<file path="src/rtl/result_vector_collector_pkg.sv">
// Shared constants and state encoding for the row organizer stages.
// Imported by the result vector collector and its buffer.
package result_vector_collector_pkg;

  localparam int ELEMENT_WIDTH = 32;
  localparam int NO_OF_ROWS    = 16;
  localparam int IDX_WIDTH     = 4;

  typedef enum logic [1:0] {
    IDLE,
    COLLECT,
    DRAIN,
    DONE
  } rvc_state_t;

endpackage

</file>
<file path="src/rtl/result_vector_collector_if.sv">
// Drain-side valid/ready handshake of the result vector collector.
// master drives data/index/valid, slave returns ready.
interface result_vector_collector_if
  import result_vector_collector_pkg::*;
#(
  parameter int element_width = ELEMENT_WIDTH,
  parameter int idx_width     = IDX_WIDTH
);

  logic [element_width-1:0] out_data;
  logic [idx_width-1:0]     out_index;
  logic                     out_valid;
  logic                     out_ready;

  modport master (
    output out_data,
    output out_index,
    output out_valid,
    input  out_ready
  );

  modport slave (
    input  out_data,
    input  out_index,
    input  out_valid,
    output out_ready
  );

endinterface

</file>
<file path="src/rtl/result_buffer_1w1r.sv">
// Row result storage: one sync write port, one registered read port,
// one combinational read port used by the drain path.
module result_buffer_1w1r
  import result_vector_collector_pkg::*;
#(
  parameter int width = ELEMENT_WIDTH,
  parameter int depth = NO_OF_ROWS,
  parameter int aw    = IDX_WIDTH
) (
  input  logic             clk,
  input  logic             rst,
  input  logic             we,
  input  logic [aw-1:0]    waddr,
  input  logic [width-1:0] wdata,
  input  logic [aw-1:0]    raddr,
  output logic [width-1:0] rdata,
  input  logic [aw-1:0]    daddr,
  output logic [width-1:0] ddata
);

  localparam logic [aw:0] DEPTH_W = (aw+1)'(depth);

  logic [width-1:0] mem [depth];

  always_ff @(posedge clk) begin
    if (we) begin
      mem[waddr] <= wdata;
    end
  end

  // Read samples mem before this edge's write lands: read-before-write.
  always_ff @(posedge clk or posedge rst) begin
    if (rst) begin
      rdata <= '0;
    end else if ({1'b0, raddr} < DEPTH_W) begin
      rdata <= mem[raddr];
    end else begin
      rdata <= '0;
    end
  end

  assign ddata = mem[daddr];

endmodule

</file>
<file path="src/rtl/result_vector_collector.sv">
// Collects one vector of row dot products, then drains it in row order
// over a valid/ready port while allowing random-access reads.
module result_vector_collector
  import result_vector_collector_pkg::*;
#(
  parameter int element_width = ELEMENT_WIDTH,
  parameter int no_of_rows    = NO_OF_ROWS,
  parameter int idx_width     = IDX_WIDTH
) (
  input  logic                     clk,
  input  logic                     main_reset,
  input  logic                     start,
  input  logic [element_width-1:0] adder_output,
  input  logic                     final_adder_finish_dash,
  result_vector_collector_if.master drn,
  input  logic [idx_width-1:0]     rd_addr,
  output logic [element_width-1:0] rd_data,
  output logic [idx_width:0]       row_count,
  output logic                     vector_done,
  output logic                     overflow_error
);

  localparam logic [idx_width:0]   LAST_CNT = (idx_width+1)'(no_of_rows-1);
  localparam logic [idx_width-1:0] LAST_PTR = idx_width'(no_of_rows-1);

  rvc_state_t               state;
  logic [idx_width-1:0]     drain_ptr;
  logic                     valid_q;
  logic [element_width-1:0] drain_data;
  logic                     wr_en;
  logic                     fin;

  assign fin   = final_adder_finish_dash;
  assign wr_en = start && (state == COLLECT) && fin;

  result_buffer_1w1r #(
    .width (element_width),
    .depth (no_of_rows),
    .aw    (idx_width)
  ) u_buf (
    .clk   (clk),
    .rst   (main_reset),
    .we    (wr_en),
    .waddr (row_count[idx_width-1:0]),
    .wdata (adder_output),
    .raddr (rd_addr),
    .rdata (rd_data),
    .daddr (drain_ptr),
    .ddata (drain_data)
  );

  // Gating on valid keeps the outputs at zero while the buffer is unwritten.
  assign drn.out_valid = valid_q;
  assign drn.out_data  = valid_q ? drain_data : '0;
  assign drn.out_index = valid_q ? drain_ptr : '0;

  always_ff @(posedge clk or posedge main_reset) begin
    if (main_reset) begin
      state          <= IDLE;
      row_count      <= '0;
      drain_ptr      <= '0;
      valid_q        <= 1'b0;
      vector_done    <= 1'b0;
      overflow_error <= 1'b0;
    end else if (!start) begin
      state       <= IDLE;
      valid_q     <= 1'b0;
      vector_done <= 1'b0;
    end else begin
      unique case (state)
        IDLE: begin
          state          <= COLLECT;
          row_count      <= '0;
          drain_ptr      <= '0;
          overflow_error <= 1'b0;
        end
        COLLECT: begin
          if (fin) begin
            row_count <= row_count + 1'b1;
            if (row_count == LAST_CNT) begin
              state   <= DRAIN;
              valid_q <= 1'b1;
            end
          end
        end
        DRAIN: begin
          if (fin) begin
            overflow_error <= 1'b1;
          end
          if (valid_q && drn.out_ready) begin
            if (drain_ptr == LAST_PTR) begin
              state       <= DONE;
              valid_q     <= 1'b0;
              vector_done <= 1'b1;
            end else begin
              drain_ptr <= drain_ptr + 1'b1;
            end
          end
        end
        DONE: begin
          if (fin) begin
            overflow_error <= 1'b1;
          end
        end
        default: state <= IDLE;
      endcase
    end
  end

endmodule

</file>
<file path="src/flat_wrapper.sv">
// flat-port wrapper written by rule: the top's interface ports become plain ports
module result_vector_collector_flat import result_vector_collector_pkg::*;
#(
  parameter int element_width = ELEMENT_WIDTH,
  parameter int no_of_rows    = NO_OF_ROWS,
  parameter int idx_width     = IDX_WIDTH
)
  (clk, main_reset, start, adder_output, final_adder_finish_dash, rd_addr, rd_data, row_count, vector_done, overflow_error, drn_out_data, drn_out_index, drn_out_valid, drn_out_ready);
  result_vector_collector_if #(.element_width(element_width), .idx_width(idx_width)) drn_i ();
  input  logic clk;
  input  logic main_reset;
  input  logic start;
  input  logic [element_width-1:0] adder_output;
  input  logic final_adder_finish_dash;
  input  logic [idx_width-1:0] rd_addr;
  output logic [element_width-1:0] rd_data;
  output logic [idx_width:0] row_count;
  output logic vector_done;
  output logic overflow_error;
  output wire logic [$bits(drn_i.out_data)-1:0] drn_out_data;
  output wire logic [$bits(drn_i.out_index)-1:0] drn_out_index;
  output wire logic [$bits(drn_i.out_valid)-1:0] drn_out_valid;
  input wire logic [$bits(drn_i.out_ready)-1:0] drn_out_ready;
  assign drn_out_data = drn_i.out_data;
  assign drn_out_index = drn_i.out_index;
  assign drn_out_valid = drn_i.out_valid;
  assign drn_i.out_ready = drn_out_ready;
  result_vector_collector #(.element_width(element_width), .no_of_rows(no_of_rows), .idx_width(idx_width)) u_core (.clk(clk), .main_reset(main_reset), .start(start), .adder_output(adder_output), .final_adder_finish_dash(final_adder_finish_dash), .drn(drn_i), .rd_addr(rd_addr), .rd_data(rd_data), .row_count(row_count), .vector_done(vector_done), .overflow_error(overflow_error));
endmodule
</file>
<file path="config.mk">
export PLATFORM = sky130hd
export DESIGN_NAME = result_vector_collector_flat
export DESIGN_NICKNAME = d
export VERILOG_FILES = /design/src/rtl/result_vector_collector_pkg.sv /design/src/rtl/result_vector_collector_if.sv /design/src/rtl/result_buffer_1w1r.sv /design/src/rtl/result_vector_collector.sv /design/src/flat_wrapper.sv
export SDC_FILE = /design/constraint.sdc
export NUM_CORES = 1
export LEC_CHECK = 0
export CAP_MARGIN = 10
export CORE_UTILIZATION = 36
export CTS_CLUSTER_DIAMETER = 60
export DETAILED_ROUTE_END_ITERATION = 6
export PLACE_DENSITY = 0.64
export SLEW_MARGIN = 5
export SYNTH_ARGS = -nofsm -noshare
export SYNTH_HDL_FRONTEND = slang
export SYNTH_SLANG_ARGS = --single-unit
</file>
<file path="constraint.sdc">
create_clock -name clk -period 4.4 [get_ports clk]
set_input_delay 0.44 -clock clk [delete_from_list [all_inputs] [get_ports clk]]
set_output_delay 0.44 -clock clk [all_outputs]
set_load 0.005 [all_outputs]
</file>
---- Yosys cells after proc, flatten, opt, wreduce, memory -nomap -nowiden ----
Memory sizes are Yosys's and may differ from the RTL's. A register that Yosys moved wholly into a read port is not among the register bits.
Cells that the tools add are included.
word-level totals
  output and inout port bits .............. 76
  logic and storage cells ................. 68
  memory bits (writable) .................. 512
  memories ................................ 1
  register bits ........................... 14
  input bits .............................. 41
cells by class
  $add $sub $neg .......................... 2
  mux-type cells .......................... 27
  reduce and logical (&&, ||, !) cells .... 14
  equal/unequal tests ..................... 18
memories
  name              depth  width  read ports  clocked after memory_dff  wr ports  RTL line                  text
  u_core.u_buf.mem  16     32     2           1                         1         result_buffer_1w1r.sv:23  logic [width-1:0] mem [depth];
operators with widths
  cell                 count
  $mux 32              1
  $mux 1               12
  $mux 4               3
  $mux 2               5
  $ne 2x1->1 const B   5
  $pmux 5 s2           1
  $reduce_and 5->1     2
  $reduce_and 3->1     3
  $pmux 4 s2           1
  $ne 3x2->1 const B   2
  $ne 3x3->1 const B   2
  $pmux 2 s3           1
  $reduce_bool 2->1    3
  $add 5x1->5 const B  1
  $eq 5x4->1 const B   1
  $mux 5               1
  $add 4x1->4 const B  1
  $eq 2x2->1 const B   2
  $eq 4x4->1 const B   1
  $ne 2x2->1 const B   2
  $ne 4x1->1 const B   1
  $pmux 1 s2           2
  $reduce_and 4->1     1
  $logic_and 1x1->1    3
  4 further kinds      4

---- Longest topological paths before layout ----
Gate-level depths: netlist (run 1).
  depth in word-level cells ............... 5
  gate-level depth with buffers ........... 7
  mapped depth without buffers ............ 7

---- Hierarchy ----
A second synthesis (run 1) with hierarchy kept.
unflattened totals
  cells, all modules ...................... 1241
  area, all modules ....................... 24826.3 µm²
modules (own cells, without submodules)
  module                   times used  sequential area each (µm²)  area an instance (µm²)  cells an instance
  result_buffer_1w1r       1           16175.5                     23727.8                 1110
  result_vector_collector  1           350.3                       1098.6                  131

---- Worst setup path before layout (run 1) ----
OpenSTA, ideal clock, no wires.
  kind .................................... register -> register
  start ................................... reg u_core.state[1]
  end ..................................... mem u_core.u_buf.mem[3][0] (netlist name), enable pin
  library setup time ...................... 0.461 ns
  cell stages (with the launch flop) ...... 7
  data required time ...................... 3.939 ns
  buffers on the path ..................... 1
  data arrival time ....................... 3.425 ns
  slack ................................... 0.514 ns
  period minus slack after synthesis ...... 3.886 ns
  cell sequence ........................... dfrtp_1 inv_1 ha_1 clkbuf_1 and3_1 nand2_1 nor3_1
between the ends
  word-level cells in the longest chain between the ends .. 5
RTL lines
  what                            RTL line                       text
  start, declared                 result_vector_collector.sv:26  rvc_state_t state;
  start signal, assigned          result_vector_collector.sv:59  state <= IDLE;
  start signal, assigned          result_vector_collector.sv:66  state <= IDLE;
  start signal, assigned          result_vector_collector.sv:72  state <= COLLECT;
  $eq 2x1->1                      result_vector_collector.sv:34  assign wr_en = start && (state == COLLECT) && fin;
  $logic_and 1x1->1 (2 in a row)  result_vector_collector.sv:34
  $mux 1                          result_buffer_1w1r.sv:26       if (we) begin
  $mux 1 (not written as such)    result_buffer_1w1r.sv:27       mem[waddr] <= wdata;
  end, declared                   result_buffer_1w1r.sv:23
No other way between the ends.

---- Worst setup path in the final report (run 1) ----
  start ................................... reg u_core.drain_ptr[2]
  end ..................................... out drn_out_data[3]
between the ends
  word-level cells in the longest chain between the ends .. 2
RTL lines
  what                    RTL line                       text
  start, declared         result_vector_collector.sv:27  logic [idx_width-1:0] drain_ptr;
  start signal, assigned  result_vector_collector.sv:96  drain_ptr <= drain_ptr + 1'b1;
  $mem_v2 16x32           --
  $mux 32                 result_vector_collector.sv:54  assign drn.out_data = valid_q ? drain_data : '0;
  end, declared           flat_wrapper.sv:20             output wire logic [$bits(drn_i.out_data)-1:0] drn_out_data;
No other way between the ends.

==> results of run 1 <==
-- placed cells by master (no fill, tap or decap), types with 11 or more instances in the layout --
| master | netlist | layout |
|---|---|---|
| clkbuf_16 | 0 | 59 |
| clkbuf_1 | 44 | 12 |
| a221oi_1 | 11 | 11 |
| a22oi_1 | 170 | 170 |
| clkdlybuf4s50_1 | 0 | 114 |
| mux2i_1 | 237 | 237 |
| buf_4 | 25 | 48 |
| nand2_1 | 81 | 81 |
| o21ai_0 | 44 | 44 |
| nand3_1 | 31 | 31 |
| clkinv_2 | 0 | 12 |
| nor2_4 | 0 | 14 |
| dfrtp_1 | 46 | 45 |
| edfxtp_1 | 512 | 512 |
| mux4_2 | 139 | 139 |
-- cell type report --
type / count / area [sq um]
Fill cell: 6029 / 39400
Clock inverter: 33 / 343
Inverter: 9 / 33.8
Multi-Input combinational cell: 781 / 8190
Tap cell: 931 / 1160
Clock buffer: 77 / 1600
Sequential cell: 558 / 16500
Timing Repair Buffer: 173 / 1720
-- routing by layer --
metal  routed length (microns)  vias up  track usage  share of wire
li1                          -     6272            -              -
met4                      1490        6       0.0494          0.021
met1                     28200     7731        0.261           0.40
met3                      5810      114       0.0424          0.083
met2                     34500      698        0.327           0.49
met5                        45        -            0        0.00064
-- power by group through the flow --
| stage | logic, W | clock network (W) | registers (W) |
|---|---|---|---|
| 2_1_floorplan | 0.000684 | 0 | 0.00604 |
| 3_3_place_gp | 0.00123 | 0 | 0.00606 |
| 3_5_place_dp | 0.00124 | 0 | 0.00606 |
| 4_1_cts | 0.00125 | 0.00507 | 0.00595 |
| 5_1_grt | 0.00132 | 0.00526 | 0.00596 |
| 6_report | 0.00124 | 0.00501 | 0.00595 |
-- flip-flops by register name, indices dropped and copies added, names as in the netlist --
register	flops
u_core.u_buf.mem	512
u_core.u_buf.rdata	32
u_core.row_count	5
u_core.drain_ptr	4
u_core.state	2
u_core.drn.out_valid	1
u_core.overflow_error	1
u_core.vector_done	1
-- critical path: stages (launching register included) --
cell and delay, ns:
dfrtp_1 0.61, buf_4 0.35, nor2_4 0.13, buf_12 0.26, a22oi_1 0.24, nand2_1 0.08
o21ai_0 0.49, clkdlybuf4s50_1 0.63
-- synthesized netlist by cell type (all sizes together), types with 4 or more instances --
cell,count
a221oi,12
a22o,4
a22oi,170
and2,5
and3,4
buf,65
clkbuf,44
dfrtp,46
edfxtp,512
ha,10
inv,8
mux2i,237
mux4,139
nand2,81
nand2b,4
nand3,31
nor2,17
nor2b,4
nor3,4
o21ai,44
-- metrics by stage --
step | hold slack [ns] | total power [W] | utilization | instances
after floorplan | 0.490 | 0.00672 | - | 1457
after global placement | 0.526 | 0.00729 | 0.401 | 2452
after detailed placement | 0.530 | 0.00730 | 0.401 | 2452
after CTS | 0.396 | 0.0123 | 0.429 | 2562
after global routing | 0.427 | 0.0125 | 0.429 | 2562
final | 0.340 | 0.0122 | 0.429 | 2562
-- logic make-up after synthesis --
group           Yosys count
mux                     377
simple gates            152
flops                   558
compound gates          242
buf+inv                 118
fa+ha+maj                10
-- final timing paths --
check / cells past startpoint / endpoint / from / slack (ns)
max: 7 / drn_out_data[3] / u_core.drain_ptr[2] / 0.52
min: 2 / u_core.u_buf.rdata[4] / main_reset / 0.34
max reg2reg: 6 / u_core.u_buf.mem[4][20] / u_core.state[1] / 1.49
min reg2reg: 1 / u_core.row_count[4] / u_core.row_count[4] / 0.54
max in group asynchronous: 3 / u_core.drain_ptr[0] / main_reset / 3.17
min in group clk: 1 / u_core.row_count[4] / u_core.row_count[4] / 0.54
==> results.yml, run 1 <==
clock_tree:
  cts.clk_slew.worst_paths_ns: 0.06
  cts-buffers-inserted: 58
  ctsHoldBuffers: 0
  cts_resized: 0
  tritoncts: "built"
  clk_latency_ns: 0.63
  cts_max_path_buffers: 3
  root_buffer: "clkbuf_16"
  htreeDepth: 2
  cts_setup_buffers: 0
  clock_sinks: 558
timing:
  fmax_ghz: 0.258
  finClkSkew_ns: 0.0131
  worst_pin_slew_ns: 1.25
  setup_viol: 0
  fin_tns_setup_ns: 0
  maxSlewHeadroom: 0.167
  fin_crit_sh: 0.882
  hold_viol_final: 0
  rsz0062_at_grt: "no"
  worst_slack_ns: 0.521
  drv_slew: 0
  min_period_ns: 3.88
floorplanning:
  initial_core_util: 0.365
  io_pins: 117
  fp.dieW_microns: 266
  std_cell_rows: 96
  die_area_sq_um: 71000
  core-area_sq_um: 68900
  die_h_microns: 266
setup_path:
  start_kind: "register"
  end_kind: "output pin"
  crit_required_ns: 3.96
  arrival_ns: 3.44
  critPathMaxFanout: 56
  worstSetupPathType: "reg2out"
layout:
  antenna_cells: 0
  drive_above_1_share: 0.195
  area_delta_synth_final_pct: 17.5
  finalInstanceArea_sq_um: 29600
  nets: 1632
placed_design:
  port_buffers: 116
  dpl_cell_area_sq_um: 27600
  preCtsSetupSlack_ns: 1.16
  place_hpwl_mm: 40.0
  gp_congestion: 0.784
grt:
  grt.overflow.total: 0
  grt_use_total: 0.196
  grt_max_degree: 68
  antenna_found_initial: 4
  first_global_vias: 15100
  grt_first_pass_wirelength_mm: 102
route:
  drc: 0
  antenna_left: 0
  dr.pass1.iters: 5
  dr.first_iter.drc_count: 1617
  finalWirelength_mm: 70.0
  via_count: 14800
  wire_per_inst_microns: 27.3
  viasPerCell: 5.78
yosys:
  synth_top_family_by_area: "multiplexers"
  synth_area_leaders: "edfxtp_1 61%, mux4_2 12%, mux2i_1 9.4%"
  synth-compound-area-share: 0.0686
  async_reset_ff_frac: 0.0824
  yosysTopAreaCellShare: 0.611
  muxShareOfSynthArea: 0.219
  synth-seq-cells: 558
  synth_area_sq_um: 25200
  ys_seq_area_frac: 0.656
  synth_top_flop_cell: "edfxtp_1"
  synth-edff-count: 512
  syn_nets: 1508
  synth-simple-area-share: 0.0263
  synth_area_per_cell_sq_um: 17.3
  synth_cell_types: 37
  yosysWarnings: 0
  postSynthCellCount: 1457
  synth_xor_area_frac: 0
  yosys.area_share.adder: 0.00497
  yosysTopAreaCell: "edfxtp_1"
power_and_ir_drop:
  switching_share: 0.233
  switching_power_w: 0.00284
  clockPowerShare: 0.411
  seqPwrFrac: 0.488
  powerDensity_nw_per_um2: 412
  power_frac_comb: 0.101
  ir_drop_v: 0.000324
  leakagePower_nw: 9.15
  p_int_w: 0.00936
min_path:
  hold_path.class: "in2async"
run_status:
  outcome: "finished clean"
flow_run:
  drv_cap: 0
Power figures use the tool's default switching activity.
==> inputs of run 2 (changes only) <==
--- a/config.mk
+++ b/config.mk
@@ -9,7 +9,7 @@
 export CORE_UTILIZATION = 36
 export CTS_CLUSTER_DIAMETER = 60
 export DETAILED_ROUTE_END_ITERATION = 6
-export PLACE_DENSITY = 0.64
+export PLACE_DENSITY_LB_ADDON = 0.25
 export SLEW_MARGIN = 5
 export SYNTH_ARGS = -nofsm -noshare
 export SYNTH_HDL_FRONTEND = slang
==> results.yml, run 2 (synthesized netlist as in run 1, its figures left out) <==
power_and_ir_drop:
  power_w: 0.0120
  leakagePower_nw: 9.09
  ir_drop_v: 0.000275
  powerDensity_nw_per_um2: 407
clock_tree:
  clock_sinks: 558
  cts_setup_buffers: 0
  tritoncts: "built"
  cts_resized: 0
  cts.clk_slew.worst_paths_ns: 0.06
  cts_max_path_buffers: 3
  root_buffer: "clkbuf_16"
  cts-buffers-inserted: 59
  clk_latency_ns: 0.64
  htreeDepth: 2
  ctsHoldBuffers: 0
route:
  drc: 0
  via_count: 14500
  antenna_left: 0
  wire_per_inst_microns: 27.6
  dr.first_iter.drc_count: 1352
  finalWirelength_mm: 70.7
  dr.pass1.iters: 5
  viasPerCell: 5.67
timing:
  fin_crit_sh: 0.871
  worst_slack_ns: 0.567
  fin_tns_setup_ns: 0
  rsz0062_at_grt: "no"
  setup_viol: 0
  drv_slew: 0
  worst_pin_slew_ns: 1.17
  hold_viol_final: 0
  fmax_ghz: 0.261
  finClkSkew_ns: 0.0315
  maxSlewHeadroom: 0.222
  min_period_ns: 3.83
layout:
  final_cell_mix: "512 x edfxtp_1, 237 x mux2i_1, 170 x a22oi_1, 139 x mux4_2, 114 x clkdlybuf4s50_1"
  regMostFlops: "u_core.u_buf.mem"
  largest_reg_flops: 512
  final_core_util: 0.428
  fillerInstances: 6125
  finalInstanceArea_sq_um: 29500
  nets: 1627
  top_regs: "u_core.u_buf.mem x512, u_core.u_buf.rdata x32, u_core.row_count x5"
  layout_commonest_cell: "edfxtp_1"
  area_delta_synth_final_pct: 17.2
  multi_input_area_sq_um: 8190
  drive_above_1_share: 0.189
  regArea_sq_um: 16500
floorplanning:
  core-area_sq_um: 68900
  fp.dieW_microns: 266
  std_cell_rows: 96
  initial_core_util: 0.365
  io_pins: 117
  die_h_microns: 266
  die_area_sq_um: 71000
setup_path:
  crit_required_ns: 3.96
  worstSetupPathType: "reg2out"
  critPathMaxFanout: 20
  end_kind: "output pin"
  arrival_ns: 3.39
  cp_slowest_cell: "nor2b_4"
  cp_num_buf_inv: 3
  cp.depth: 7
  start_kind: "register"
  crit_chain: "buf_4, nor2b_4, buf_4, a22oi_1, nand3_1, o21ai_0, clkdlybuf4s50_1"
  crit_top_cell: "buf_4"
  max_stage_delay_ns: 0.57
  r2r.worst_path.cells: 6
  critPathTopFamily: "buffers and inverters"
grt:
  antenna_found_initial: 4
  grt.overflow.total: 0
  grt_max_degree: 66
  first_global_vias: 14900
  grt_use_total: 0.200
  grt_first_pass_wirelength_mm: 103
placed_design:
  port_buffers: 116
  dpl_cell_area_sq_um: 27600
  preCtsSetupSlack_ns: 1.17
  gp_congestion: 0.762
  place_hpwl_mm: 40.1
run_status:
  outcome: "finished clean"
min_path:
  hold_path.class: "in2async"
flow_run:
  drv_cap: 0
-- run 2: cell count changes in the layout (fill, tap and decap cells not counted), moves of 3 or more --
cell,before,now
buf_4,48,39
clkbuf_1,12,21
clkinv_1,10,6
buf_12,10,13
bufinv_16,6,3
-- run 2: metal layers --
layer,track usage,part of all wire,vias to the layer above
li1,-,-,6265
met1,0.270,0.42,7599
met2,0.332,0.49,524
met3,0.0410,0.064,111
met4,0.0440,0.019,8
met5,0,0.00076,-
-- run 2: final timing paths --
kind | slack (ns) | start | endpoint
worst max-delay path | 0.57 | u_core.drain_ptr[2] | drn_out_data[17]
worst min-delay path | 0.25 | main_reset | u_core.u_buf.rdata[11]
max in group asynchronous | 3.18 | main_reset | u_core.drain_ptr[0]
worst max register to register | 1.52 | u_core.state[1] | u_core.u_buf.mem[14][27]
min in group clk | 0.54 | u_core.row_count[4] | u_core.row_count[4]
worst min register to register | 0.54 | u_core.row_count[4] | u_core.row_count[4]
-- run 2: power breakdown --
group / total (W) / leakage (nW) / internal [W] / switching, W
registers: 0.00594 / 5.18 / 0.00588 / 0.0000546
logic: 0.00122 / 2.99 / 0.000550 / 0.000675
clock network: 0.00486 / 0.922 / 0.00279 / 0.00207
-- run 2: metrics by stage --
step / hold slack (ns) / std cells
after floorplan: 0.490 / 1457
after global placement: 0.527 / 2446
after detailed placement: 0.526 / 2446
after CTS: 0.271 / 2557
after global routing: 0.293 / 2557
final: 0.251 / 2558
-- run 2: cell type report --
| type | instances | share of cell area |
|---|---|---|
| Clock buffer | 87 | 0.0564 |
| Inverter | 9 | 0.00114 |
| Antenna cell | 1 | 0.0000848 |
| Multi-Input combinational cell | 781 | 0.278 |
| Sequential cell | 558 | 0.560 |
| Clock inverter | 24 | 0.00734 |
| Tap cell | 931 | 0.0395 |
| Timing Repair Buffer | 167 | 0.0579 |
-- run 2: worst register-to-register path, cell delays in order (launching register included) --
cell and delay [ns]:
dfrtp_1 0.40, inv_1 0.10, ha_1 0.42, and3_1 0.30, nand2_1 0.25, nor2_4 0.71, buf_4 0.39
==> inputs of run 3 (changes only) <==
--- a/config.mk
+++ b/config.mk
@@ -7,7 +7,6 @@
 export LEC_CHECK = 0
 export CAP_MARGIN = 10
 export CORE_UTILIZATION = 36
-export CTS_CLUSTER_DIAMETER = 60
 export DETAILED_ROUTE_END_ITERATION = 6
 export PLACE_DENSITY_LB_ADDON = 0.25
 export SLEW_MARGIN = 5
==> results.yml, run 3 (synthesized netlist as in run 1, its figures left out) <==
run_status:
  outcome: "finished clean"
flow_run:
  drv_cap: 0
layout:
  final_core_util: 0.429
  area_delta_synth_final_pct: 17.3
  nets: 1626
  top_regs: "u_core.u_buf.mem x512, u_core.u_buf.rdata x32, u_core.row_count x5"
  regMostFlops: "u_core.u_buf.mem"
  stdcell_count: 2556
  final_cell_mix: "512 x edfxtp_1, 237 x mux2i_1, 170 x a22oi_1, 139 x mux4_2, 114 x clkdlybuf4s50_1"
  largest_reg_flops: 512
  drive_above_1_share: 0.190
  layout_commonest_cell: "edfxtp_1"
setup_path:
  crit_chain: "buf_4, nor2b_4, buf_4, a22oi_1, nand3_1, o21ai_0, clkdlybuf4s50_1"
  crit_top_cell: "buf_4"
  cp_slowest_cell: "nor2b_4"
  critPathMaxFanout: 20
  critPathTopFamily: "buffers and inverters"
  end_kind: "output pin"
  r2r.worst_path.cells: 6
  crit_required_ns: 3.96
  r2r_setup_slack_ns: 1.52
  worstSetupPathType: "reg2out"
  start_kind: "register"
  cp_num_buf_inv: 3
  max_stage_delay_ns: 0.59
  r2r-start: "u_core.state[1]"
  reg2reg_to: "u_core.u_buf.mem[14][0]"
  arrival_ns: 3.40
grt:
  grtUsageMet1: 0.271
  antenna_found_initial: 4
  grt_use_total: 0.200
  grt_max_degree: 66
  grt_util_met2: 0.332
  grt.busiest_layer: "met2"
  grt_first_pass_wirelength_mm: 103
  grt.overflow.total: 0
  first_global_vias: 14800
  grtUsageMet3: 0.0406
clock_tree:
  clock_sinks: 558
  htreeDepth: 2
  cts_resized: 0
  root_buffer: "clkbuf_16"
  cts_setup_buffers: 0
  cts.clk_slew.worst_paths_ns: 0.06
  cts-buffers-inserted: 58
  cts_max_path_buffers: 3
  tritoncts: "built"
  ctsHoldBuffers: 0
  clk_latency_ns: 0.64
placed_design:
  dp_cells: 2446
  gp_congestion: 0.762
  preCtsSetupSlack_ns: 1.17
  port_buffers: 116
  place_hpwl_mm: 40.1
min_path:
  hold_path.class: "in2async"
route:
  wire_per_inst_microns: 27.6
  viasPerCell: 5.66
  dr.pass1.iters: 5
  antenna_left: 0
  drc: 0
  via_count: 14500
  finalWirelength_mm: 70.6
  dr.first_iter.drc_count: 1460
floorplanning:
  die_h_microns: 266
  io_pins: 117
  die_area_sq_um: 71000
  fp.dieW_microns: 266
  std_cell_rows: 96
  core-area_sq_um: 68900
  initial_core_util: 0.365
timing:
  worst_pin_slew_ns: 1.14
  fmax_ghz: 0.261
  fin_tns_setup_ns: 0
  maxSlewHeadroom: 0.238
  setup_viol: 0
  finClkSkew_ns: 0.0326
  worst_slack_ns: 0.561
  drv_slew: 0
  fin_crit_sh: 0.872
  rsz0062_at_grt: "no"
  whs_ns: 0.223
  hold_viol_final: 0
  min_period_ns: 3.84
power_and_ir_drop:
  leakagePower_nw: 9.10
  ir_drop_v: 0.000274
  powerDensity_nw_per_um2: 411
[run 3: changes by cell type in the layout (fill, tap and decap cells not counted)]
cell	before	now
clkinvlp_4	1	2
inv_6	1	0
clkbuf_1	21	18
inv_8	1	0
clkinv_4	1	0
clkinv_2	11	12
clkbuf_8	7	6
clkbuf_16	60	59
bufinv_16	3	6
clkinv_8	1	2
[run 3: stage by stage]
step	power [W]	instance area, sq um
floorplan	0.00672	25200
global placement	0.00727	27600
detailed placement	0.00728	27600
CTS	0.0122	29500
global route	0.0125	29500
finish	0.0121	29500
[run 3: layer usage]
| metal | up-vias | part of all wire |
|---|---|---|
| met5 | - | 0.00076 |
| met4 | 8 | 0.017 |
| met3 | 94 | 0.059 |
| met2 | 465 | 0.49 |
| met1 | 7650 | 0.43 |
| li1 | 6261 | - |
[run 3: worst register-to-register path, cell delays in order (launching register included)]
cell and delay (ns):
dfrtp_1 0.40, inv_1 0.10, ha_1 0.41, and3_1 0.30, nand2_1 0.24, nor2_4 0.72, buf_4 0.39
[run 3: cell type report]
type	count	area [sq um]
Fill cell	6128	39400
Sequential cell	558	16500
Multi-Input combinational cell	781	8190
Timing Repair Buffer	167	1710
Clock buffer	82	1610
Tap cell	931	1160
Clock inverter	27	307
Inverter	9	33.8
Antenna cell	1	2.50
[run 3: worst max-delay path by stage]
stage / cells after the start / from / slack [ns] / to
detailed placement: 5 / start / 1.17 / u_core.u_buf.mem[14][28]
finish: 7 / u_core.drain_ptr[2] / 0.56 / drn_out_data[17]
global placement: 6 / u_core.drain_ptr[0] / 1.22 / drn_out_data[14]
global route: 7 / u_core.drain_ptr[0] / 0.37 / drn_out_data[20]
floorplan: 6 / u_core.state[1] / 0.51 / u_core.u_buf.mem[3][0]
CTS: 6 / u_core.drain_ptr[0] / 0.52 / drn_out_data[14]
[run 3: power breakdown]
| part | total, W | internal [W] | switching [W] |
|---|---|---|---|
| registers | 0.00594 | 0.00588 | 0.0000545 |
| logic | 0.00122 | 0.000550 | 0.000672 |
| clock network | 0.00497 | 0.00290 | 0.00207 |
